<file path="src/rtl/latch_bank_wr_ctrl_pkg.sv">
// Shared state encodings and defaults for the latch-bank write sequencer.
package latch_bank_wr_ctrl_pkg;

    typedef enum logic [2:0] {
        ST_IDLE   = 3'd0,
        ST_SETUP  = 3'd1,
        ST_ENABLE = 3'd2,
        ST_HOLD   = 3'd3,
        ST_ACK    = 3'd4
    } state_t;

    localparam int DEFAULT_EN_CYCLES = 1;

endpackage

</file>
<file path="src/rtl/latch_bank_wr_ctrl_word.sv">
// One level-sensitive storage word: transparent while en is high, holds otherwise.
module mux_latch_word #(
    parameter int WIDTH = 8
) (
    input  logic [WIDTH-1:0] d,
    input  logic             en,
    output logic [WIDTH-1:0] q
);

    always_latch begin
        if (en) begin
            q <= d;
        end
    end

endmodule

</file>
<file path="src/rtl/latch_bank_wr_ctrl.sv">
// Two-port round-robin write sequencer for a bank of D latches with a combinational read port.
// Optional macro LATCH_WR_CHECK_EN adds the wr_err write-verify output.
module latch_bank_wr_ctrl
    import latch_bank_wr_ctrl_pkg::*;
#(
    parameter int WIDTH     = 8,
    parameter int DEPTH     = 4,
    parameter int ADDR_W    = 2,
    parameter int EN_CYCLES = DEFAULT_EN_CYCLES
) (
    input  logic              clk,
    input  logic              rst,
    input  logic              req0,
    input  logic [ADDR_W-1:0] addr0,
    input  logic [WIDTH-1:0]  data0,
    output logic              ack0,
    input  logic              req1,
    input  logic [ADDR_W-1:0] addr1,
    input  logic [WIDTH-1:0]  data1,
    output logic              ack1,
    input  logic [ADDR_W-1:0] rd_addr,
    output logic [WIDTH-1:0]  rd_data,
    output logic              busy
`ifdef LATCH_WR_CHECK_EN
    ,
    output logic              wr_err
`endif
);

    localparam int NWORDS = 2**ADDR_W;

    state_t            state_reg, state_next;
    logic [3:0]        cnt_reg, cnt_next;
    logic              grant_reg, grant_next;
    logic              last_grant_reg, last_grant_next;
    logic [ADDR_W-1:0] addr_reg, addr_next;
    logic [WIDTH-1:0]  d_bus_reg, d_bus_next;
    logic [DEPTH-1:0]  en_reg, en_next;
    logic [DEPTH-1:0]  en_decode;
    logic              ack0_reg, ack0_next;
    logic              ack1_reg, ack1_next;
    logic              win;
    logic [WIDTH-1:0]  words [NWORDS];

    genvar gi;
    generate
        for (gi = 0; gi < DEPTH; gi++) begin : g_dec
            assign en_decode[gi] = (addr_reg == ADDR_W'(gi));
        end
    endgenerate

    always_comb begin
        state_next      = state_reg;
        cnt_next        = cnt_reg;
        grant_next      = grant_reg;
        last_grant_next = last_grant_reg;
        addr_next       = addr_reg;
        d_bus_next      = d_bus_reg;
        win             = 1'b0;
        case (state_reg)
            ST_IDLE: begin
                if (req0 || req1) begin
                    // With both pending, the port that did not win last time goes first.
                    win             = (req0 && req1) ? ~last_grant_reg : req1;
                    grant_next      = win;
                    last_grant_next = win;
                    addr_next       = win ? addr1 : addr0;
                    d_bus_next      = win ? data1 : data0;
                    state_next      = ST_SETUP;
                end
            end
            ST_SETUP: begin
                cnt_next   = 4'(EN_CYCLES - 1);
                state_next = ST_ENABLE;
            end
            ST_ENABLE: begin
                if (cnt_reg == 4'd0) begin
                    state_next = ST_HOLD;
                end else begin
                    cnt_next = cnt_reg - 4'd1;
                end
            end
            ST_HOLD:  state_next = ST_ACK;
            ST_ACK:   state_next = ST_IDLE;
            default:  state_next = ST_IDLE;
        endcase
    end

    // Enables and acks are decoded from the next state so they register glitch-free in step with it.
    always_comb begin
        en_next   = (state_next == ST_ENABLE) ? en_decode : '0;
        ack0_next = (state_next == ST_ACK) && !grant_reg;
        ack1_next = (state_next == ST_ACK) && grant_reg;
    end

    always_ff @(posedge clk) begin
        if (rst) begin
            state_reg      <= ST_IDLE;
            cnt_reg        <= 4'd0;
            grant_reg      <= 1'b0;
            last_grant_reg <= 1'b1;
            addr_reg       <= '0;
            d_bus_reg      <= '0;
            en_reg         <= '0;
            ack0_reg       <= 1'b0;
            ack1_reg       <= 1'b0;
        end else begin
            state_reg      <= state_next;
            cnt_reg        <= cnt_next;
            grant_reg      <= grant_next;
            last_grant_reg <= last_grant_next;
            addr_reg       <= addr_next;
            d_bus_reg      <= d_bus_next;
            en_reg         <= en_next;
            ack0_reg       <= ack0_next;
            ack1_reg       <= ack1_next;
        end
    end

    // Unpopulated address slots read back as zero.
    generate
        for (gi = 0; gi < NWORDS; gi++) begin : g_word
            if (gi < DEPTH) begin : g_lat
                mux_latch_word #(.WIDTH(WIDTH)) u_word (
                    .d  (d_bus_reg),
                    .en (en_reg[gi]),
                    .q  (words[gi])
                );
            end else begin : g_pad
                assign words[gi] = '0;
            end
        end
    endgenerate

    assign rd_data = words[rd_addr];
    assign ack0    = ack0_reg;
    assign ack1    = ack1_reg;
    assign busy    = (state_reg != ST_IDLE);

`ifdef LATCH_WR_CHECK_EN
    logic addr_ok;
    logic wr_err_reg, wr_err_next;

    assign addr_ok     = (int'(addr_reg) < DEPTH);
    assign wr_err_next = (state_reg == ST_HOLD) && (!addr_ok || (words[addr_reg] != d_bus_reg));

    always_ff @(posedge clk) begin
        if (rst) begin
            wr_err_reg <= 1'b0;
        end else begin
            wr_err_reg <= wr_err_next;
        end
    end

    assign wr_err = wr_err_reg;
`endif

endmodule
</file>
<file path="config.mk">
export PLATFORM = sky130hd
export DESIGN_NAME = latch_bank_wr_ctrl
export DESIGN_NICKNAME = d
export VERILOG_FILES = /design/src/rtl/latch_bank_wr_ctrl_pkg.sv /design/src/rtl/latch_bank_wr_ctrl_word.sv /design/src/rtl/latch_bank_wr_ctrl.sv
export SDC_FILE = /design/constraint.sdc
export NUM_CORES = 1
export LEC_CHECK = 0
export CORE_ASPECT_RATIO = 1.25
export CORE_MARGIN = 3
export CORE_UTILIZATION = 45
export CTS_CLUSTER_DIAMETER = 200
export DETAILED_ROUTE_END_ITERATION = 10
export PLACE_DENSITY = 0.72
export SYNTH_ARGS = -nofsm -noshare
export SYNTH_HDL_FRONTEND = slang
export SYNTH_HIERARCHICAL = 1
export SYNTH_SLANG_ARGS = --single-unit
</file>
<file path="constraint.sdc">
create_clock -name clk -period 2.7 [get_ports clk]
set_input_delay 0.54 -clock clk [delete_from_list [all_inputs] [get_ports clk]]
set_output_delay 0.54 -clock clk [all_outputs]
set_load 0.02 [all_outputs]
</file>
==> results.json <==
{
  "highest_layer": "met4",
  "route.layer.met1.wl_um": 1380,
  "total_power_uw": 1230,
  "wl_met3_um": 105,
  "p_switching_uw": 410,
  "drt-initial-drc-count": 32,
  "ios": 37,
  "crit_family": "buffers and inverters",
  "period_share": 0.951,
  "grt_max_degree": 16,
  "slowest_delay_ns": 0.51,
  "synth_cell_types": 36,
  "core_sq_um": 3570,
  "antennaDiodeCount": 0,
  "syn_area_sq_um": 1700,
  "clkLatencyLatePin_ns": 0.27,
  "seqPwrFrac": 0.504,
  "antenna_left": 0,
  "setup_viol": 0,
  "firstDrtPassIters": 4,
  "grt_usage": 0.163,
  "syn_inst": 149,
  "power_density_nw_per_um2": 566,
  "multi_input_area_sq_um": 637,
  "crit_buf_inv": 3,
  "unclocked_regs": 32,
  "avgSynthCellArea_sq_um": 11.4,
  "start_util": 0.476,
  "avgRoutedWirePerCell_um": 15.5,
  "p_comb_frac": 0.318,
  "wl_met2_um": 2020,
  "rsz0062_at_grt": "false",
  "skew_ns": 0.00816,
  "intPower_uw": 821,
  "place_congestion": 0.777,
  "synth_edf_count": 0,
  "nets": 215,
  "largest_reg_flops": 32,
  "synth-main-ff-cell": "dlxtp_1",
  "nFillCells": 308,
  "cp-end-kind": "output pin",
  "cpMaxStageDelayCell": "clkdlybuf4s50_1",
  "place.detailed.hpwl_um": 2780,
  "dr_total_vias": 1258,
  "cts_buffers": 3,
  "arrival_ns": 2.03,
  "fmax_ghz": 0.389,
  "die_y_um": 74.8,
  "port_buffers": 36,
  "die_area_sq_um": 4560,
  "hold_path_class": "flop to flop",
  "status": "complete, no violations",
  "hold_viol": 0,
  "wl_um": 3510,
  "cp_cell_sequence": "clkdlybuf4s50_1, buf_12, mux4_2, dlygate4sd2_1",
  "final_common_cell": "dlxtp_1",
  "cp.required_ns": 2.16,
  "switching_share": 0.333,
  "cts_tree": "done",
  "drive_gt1_frac": 0.112,
  "layout_common_cells": "32 x dlxtp_1, 28 x clkdlybuf4s50_1, 25 x dfxtp_1",
  "start_kind": "primary input",
  "clkTransAtPathRegs_ns": 0.09,
  "untimed_endpoints": 32,
  "p_leak_uw": 0.000884,
  "antenna_found_initial": 0,
  "place_ws_ns": -0.0962,
  "drc": 0,
  "syn_nets": 176,
  "grt_overflow": 0,
  "maxSlewHeadroom": 0.673,
  "worst_pin_slew_ns": 0.484,
  "seq_area_sq_um": 981,
  "grt_pass1_wl_um": 5620,
  "setup_ws_ns": 0.132,
  "grt_pass1_vias": 1250,
  "peakVddDrop_v": 0.000413,
  "syn_to_final_growth_pct": 27.6,
  "num_rows": 24,
  "cts-htree-levels": 1,
  "ctsLongestPathBuffers": 2,
  "cts-root-buf": "clkbuf_8",
  "via_per_inst": 5.57,
  "async_flop_share": 0,
  "min_period_ns": 2.57,
  "final_max_slew_viol_count": 0,
  "p_clk_frac": 0.178,
  "path_max_fanout": 8,
  "ys_seq_elements": 57,
  "ys_warn_count": 6,
  "post_cts_buffers": 0,
  "critPathKind": "primary input to output pin",
  "die_x_um": 61,
  "max_cap_viol_count": 0
}
[worst reg2reg max path: cells and delay by family, from the launching register on]
family	cells	cell delay, ns
and+or+nand+nor	2	0.96
DFF	1	0.43
AOI/OAI and AO/OA	1	0.15
[stage by stage]
step | area, sq um | hold WS [ns] | util | setup TNS [ns] | std cells
3_3_place_gp | 2130 | 0.429 | 0.597 | -0.525 | 222
3_5_place_dp | 2130 | 0.432 | 0.597 | -0.683 | 222
2_1_floorplan | 1700 | 0.406 | - | 0 | 149
5_1_grt | 2170 | 0.485 | 0.608 | 0 | 226
6_report | 2170 | 0.452 | 0.608 | 0 | 226
4_1_cts | 2170 | 0.447 | 0.608 | 0 | 226
[metal layers]
| metal | vias to the layer above | track usage |
|---|---|---|
| li1 | 628 | - |
| met1 | 606 | 0.179 |
| met2 | 22 | 0.320 |
| met3 | 2 | 0.0172 |
| met4 | 0 | 0.0482 |
| met5 | - | 0 |
[power by group through the flow]
stage / clock, uW / sequential, uW / combinational (uW)
finish: 219 / 620 / 392
global route: 240 / 635 / 434
CTS: 228 / 621 / 390
detailed placement: 0 / 630 / 393
global placement: 0 / 622 / 381
floorplan: 0 / 603 / 249
[cell type report]
cell class	instances	share of cell area
Sequential cell	57	0.452
Clock inverter	1	0.00346
Tap cell	39	0.0225
Timing Repair Buffer	41	0.184
Multi-Input combinational cell	70	0.293
Inverter	15	0.0259
Clock buffer	3	0.0190
[what timing repair did]
action	CTS	global route
hold buffers	0	0
gates resized for setup	8	0
endpoints found under the setup margin	8	0
[cell families after synthesis]
logic type	count (synthesis)	share of synthesized area
DFF	25	0.294
xor gates and xnor gates	1	0.00515
buffers and inverters	22	0.0493
latches	32	0.282
muxes	9	0.112
and+or+nand+nor	28	0.102
adders and majority gates	1	0.00735
AOI/OAI and AO/OA	31	0.148
[cells in the mapped netlist (2+ instances only)]
cell,instances,area (sq um)
a21oi_1,3,15.0
a221oi_1,10,87.6
and2_1,2,12.5
clkbuf_1,5,18.8
dfxtp_1,25,500
dlxtp_1,32,480
inv_1,14,52.6
mux4_2,8,180
nand2_1,3,11.3
nor2_1,4,15.0
nor2b_1,3,18.8
nor4_1,4,25.0
o211ai_1,2,15.0
o32ai_1,10,87.6
or3_1,3,18.8
[final timing paths]
kind,end,slack (ns),depth (start not counted),start
setup reg to reg,cnt_reg[3],1.10,3,state_reg[1]
setup / recovery,rd_data[2],0.13,4,rd_addr[0]
hold / removal,ack0,0.45,1,grant_reg
hold reg to reg,ack0,0.45,1,grant_reg
Note: power is estimated with default switching activity, not from simulation.
==> edit 1 (same settings) <==
The package constant `DEFAULT_EN_CYCLES` goes from 1 to 0.
--- a/src/rtl/latch_bank_wr_ctrl_pkg.sv
+++ b/src/rtl/latch_bank_wr_ctrl_pkg.sv
@@ -10,5 +10,5 @@
     } state_t;
 
-    localparam int DEFAULT_EN_CYCLES = 1;
+    localparam int DEFAULT_EN_CYCLES = 0;
 
 endpackage
Check against the original RTL: not checked (the comparison handles one clock edge and no latches or derived clocks); the edit may change what the design does.
==> edit 1 against the unedited design <==
Synthesized cell count is 3.4% higher. Non-clock buffer count fell by 2. Cell area increased by 0.29%. Sequential cell count stayed put. Largest cell class unchanged. Area after synthesis is 2.9% higher. Worst setup slack improved by 0.0038 ns. Die area increased by 2.6%. Critical path type unchanged. Power up 6.8%. Routed wire length shrank 5.6%.
==> edit 1: results <==
metrics = {
    "place": {
        "port_buffers": 36,
        "numPlacedInstances": 222,
        "routabilityCongestion": 0.809,
        "hpwl_um": 2680,
        "place_ws_ns": -0.105,
    },
    "drt": {
        "met3_length_um": 150,
        "routedWlPerCell_um": 14.7,
        "ant_nets": 0,
        "route.vias.total": 1242,
        "met2RoutedLength_um": 1860,
        "highest_layer": "met3",
        "avgViaCountPerCell": 5.50,
        "wl_met1_um": 1300,
    },
    "power_and_ir_drop": {
        "vdd_drop_max_uv": 352,
        "p_leak_nw": 0.922,
    },
    "sta": {
        "unclocked_regs": 32,
        "untimed_endpoints": 32,
        "finClkSkew_ns": 0.00327,
        "slew_headroom": 0.535,
        "holdWs_ns": 0.451,
        "fin_crit_sh": 0.950,
    },
    "global_routing": {
        "grt_max_degree": 17,
        "grt_pass1_vias": 1271,
        "grt_pass1_wl_um": 5580,
        "grt_use_total": 0.155,
    },
    "synthesis": {
        "avgSynthCellArea_um2": 11.4,
        "yosysUniqueCellTypes": 37,
        "netlist_top_cells_area": "dfxtp_1, dlxtp_1, mux4_2, a211oi_1, mux2i_1",
        "synth_common_cells": "dlxtp_1, dfxtp_1, a211oi_1",
        "synth_fp_nets": 181,
    },
    "run_status": {
        "status": "finished, final reports clean",
    },
    "critical_path": {
        "cp_data_arrival_time_ns": 2.02,
        "r2r_slack_ns": 1.03,
    },
    "finish": {
        "layout-drive-gt1-share": 0.0963,
        "fill_cells": 324,
    },
}
edit 1: final timing paths:
path	startpoint	cells past startpoint	to
min reg2reg	grant_reg$_SDFFE_PP0P_	1	ack0$_SDFF_PP0_
max reg2reg	state_reg[0]$_SDFF_PP0_	4	d_bus_reg[2]$_SDFFE_PP0P_
min	grant_reg$_SDFFE_PP0P_	1	ack0$_SDFF_PP0_
max	rd_addr[0]	4	rd_data[3]
edit 1: area by class of cell:
cell class,instances,share of cell area
Timing Repair Buffer,39,0.177
Inverter,5,0.00862
Sequential cell,57,0.450
Clock buffer,4,0.0207
Multi-Input combinational cell,82,0.321
Tap cell,39,0.0224
edit 1: routing by layer:
layer / GRT usage / up-vias
met5: 0 / -
met4: 0.0283 / 0
met3: 0.0119 / 0
met2: 0.302 / 29
met1: 0.182 / 593
li1: - / 620
edit 1: through the flow:
step	utilization	instance area (µm²)
floorplan	-	1750
global placement	0.595	2140
detailed placement	0.595	2140
CTS	0.605	2180
global route	0.605	2180
finish	0.605	2180
edit 1: worst max-delay path: stages:
cell	delay, ns
clkdlybuf4s50_1	0.51
buf_12	0.15
mux4_2	0.49
dlygate4sd2_1	0.33
edit 1: logic make-up (layout without fill, tap and decap cells):
group	count (synthesis)	count (layout)	share of synthesized area
latches	32	32	0.274
xor+xnor	1	1	0.00500
mux	18	18	0.160
simple gates	27	27	0.0965
buf+inv	15	48	0.0400
fa+ha+maj	1	1	0.00715
flops	25	25	0.286
compound gates	35	35	0.131
edit 1: what timing repair did:
action,in CTS,in global routing
setup endpoints to repair,8,0
hold endpoints to repair,0,0
resized for setup,8,0
edit 1: power by group:
part / switching [mW] / leakage [nW] / internal [mW]
registers: 0.109 / 0.448 / 0.537
logic: 0.232 / 0.451 / 0.228
clock network: 0.103 / 0.0228 / 0.105
==> edit 2 (same flow settings) <==
Without the edit above. Take the reset off `en_reg` and load it in a clocked block of its own.
--- a/src/rtl/latch_bank_wr_ctrl.sv
+++ b/src/rtl/latch_bank_wr_ctrl.sv
@@ -102,5 +102,4 @@
             addr_reg       <= '0;
             d_bus_reg      <= '0;
-            en_reg         <= '0;
             ack0_reg       <= 1'b0;
             ack1_reg       <= 1'b0;
@@ -112,8 +111,11 @@
             addr_reg       <= addr_next;
             d_bus_reg      <= d_bus_next;
-            en_reg         <= en_next;
             ack0_reg       <= ack0_next;
             ack1_reg       <= ack1_next;
         end
+    end
+
+    always_ff @(posedge clk) begin
+        en_reg <= en_next;
     end
 
Function: not checked (the comparison handles one clock edge and no latches or derived clocks); the edit may change what the design does.
==> edit 2 against the unedited design <==
Fmax is essentially flat. Routed wire length shrank 6.7%. Largest power group unchanged. Cell area shrank 0.69%. Power grew 19%. Synthesized cell count is the same. Sequential cell count is the same. Sequential power grew 17%. Cell count is the same. Area after synthesis shrank 0.59%. Worst setup slack gained 0.00088 ns. Hold slack gained 0.019 ns.
==> edit 2: results <==
metrics = {
    "global_routing": {
        "grt_pass1_vias": 1193,
        "grt_max_degree": 21,
        "grt_pass1_wl_um": 5160,
        "antenna_found_initial": 0,
        "grt_use_total": 0.153,
    },
    "drt": {
        "dr.first_iter.drc_count": 30,
        "dr.pass1.iters": 6,
        "drt_wl_total_um": 3280,
        "avgViaCountPerCell": 5.35,
    },
    "cts": {
        "clk_latency_ns": 0.27,
        "post_cts_buffers": 0,
        "h-tree-depth": 1,
        "cts.root.buffer_cell": "clkbuf_8",
        "clockBufferDepth": 2,
    },
    "critical_path": {
        "r2r_slack_ns": 0.87,
        "r2r-end": "en_reg[3]$_SDFF_PP0_",
        "timing.rr.start": "cnt_reg[0]$_SDFFE_PP0P_",
        "crit_slowest_cell": "clkdlybuf4s50_1",
        "crit_path_max_fanout": 8,
        "crit_path_max_incr_delay_ns": 0.51,
        "crit_family": "buffers and inverters",
        "worstRegToRegCells": 5,
    },
    "finish": {
        "antenna_cells": 0,
        "layout-drive-gt1-share": 0.118,
        "final_nets": 215,
        "fill_cells": 324,
        "largest_reg_flops": 32,
    },
    "sta": {
        "worst_pin_slew_ns": 0.694,
        "unclocked_regs": 32,
        "holdWs_ns": 0.471,
        "untimed_endpoints": 32,
        "finClkSkew_ns": 0.00656,
    },
    "place": {
        "port_buffers": 36,
        "routabilityCongestion": 0.728,
        "hpwl_um": 2610,
    },
    "synthesis": {
        "async_flop_share": 0,
        "ys.warnings.count": 6,
        "synth_fp_nets": 176,
        "ys_dominant_reg_cell": "dlxtp_1",
        "yosysUniqueCellTypes": 35,
        "synth_common_cells": "dlxtp_1, dfxtp_1, nor2_1",
        "netlist_top_cells_area": "dfxtp_1, dlxtp_1, mux4_2, mux2i_1, a211oi_1",
    },
    "power_and_ir_drop": {
        "p_leak_nw": 0.896,
        "switching_share": 0.354,
        "vdd_drop_max_uv": 495,
    },
    "worst_hold_path": {
        "hold-path-cell-count": 1,
        "worstHoldPathType": "reg2reg",
        "hold_start": "grant_reg$_SDFFE_PP0P_",
        "whs_endpoint": "ack0$_SDFF_PP0_",
    },
    "run_status": {
        "status": "finished, final reports clean",
    },
}
[edit 2: cell types whose count changed in the layout (fill, tap and decap cells not counted), sizes merged, moves of 2 or more]
cell and delta:
a211oi +10, a221oi -10, inv -10, nor2 +10, o32ai -10, mux2i +9, nor3 +4, nor4 -3
nor2b -2, o21a +2
[edit 2: power by group through the flow]
| stage | Clock (mW) | Sequential, mW | Combinational, mW |
|---|---|---|---|
| 4_1_cts | 0.223 | 0.725 | 0.534 |
| 2_1_floorplan | 0 | 0.690 | 0.378 |
| 3_5_place_dp | 0 | 0.731 | 0.536 |
| 3_3_place_gp | 0 | 0.716 | 0.511 |
| 5_1_grt | 0.242 | 0.745 | 0.588 |
| 6_report | 0.215 | 0.723 | 0.529 |
[edit 2: area by class of cell]
type	instances	share of cell area
Inverter	4	0.00696
Clock inverter	1	0.00232
Sequential cell	57	0.455
Timing Repair Buffer	41	0.186
Clock buffer	3	0.0191
Tap cell	39	0.0226
Multi-Input combinational cell	81	0.309
[edit 2: stage by stage]
stage               worst slack [ns]  instance area [µm²]  cells  utilization
detailed placement           -0.0887                 2120    222        0.599
CTS                            0.117                 2160    226        0.609
finish                         0.133                 2160    226        0.609
global placement             -0.0683                 2120    222        0.599
floorplan                      0.792                 1690    149            -
global route                  0.0852                 2160    226        0.609
[edit 2: worst max path at each step]
| stage | from | to | slack (ns) |
|---|---|---|---|
| floorplan | rd_addr[0] | rd_data[0] | 0.79 |
| global placement | rd_addr[0] | rd_data[7] | -0.07 |
| global route | rd_addr[0] | rd_data[0] | 0.09 |
| CTS | rd_addr[0] | rd_data[0] | 0.12 |
| finish | rd_addr[0] | rd_data[0] | 0.13 |
| detailed placement | rd_addr[0] | rd_data[0] | -0.09 |
[edit 2: cell families (layout without fill, tap and decap cells)]
family | Yosys count | count (layout) | share of synthesized area
latches | 32 | 32 | 0.284
XOR/XNOR | 1 | 1 | 0.00518
AO/OA/AOI/OAI | 25 | 25 | 0.104
multiplexers | 18 | 18 | 0.166
AND/OR/NAND/NOR | 36 | 36 | 0.111
adder cells (fa/ha/maj) | 1 | 1 | 0.00740
buffers and inverters | 11 | 49 | 0.0266
flip-flops | 25 | 25 | 0.296
[edit 2: worst register-to-register path: stages (launching register included)]
cell	delay (ns)
dfxtp_1	0.34
inv_1	0.06
ha_1	0.17
nor3b_1	0.59
o21ai_0	0.31
and3_1	0.26
[edit 2: what timing repair did]
item / in CTS / in global routing
endpoints found under the hold margin: 0 / 0
endpoints found under the setup margin: 8 / 0
resized for setup: 8 / 0
[edit 2: routing by layer]
metal | global-route usage | vias to the layer above | routed length, µm
met5 | 0 | - | 0
met4 | 0.0434 | 0 | 39
met3 | 0.0260 | 4 | 205
met2 | 0.304 | 37 | 1760
met1 | 0.159 | 561 | 1280
li1 | - | 606 | -
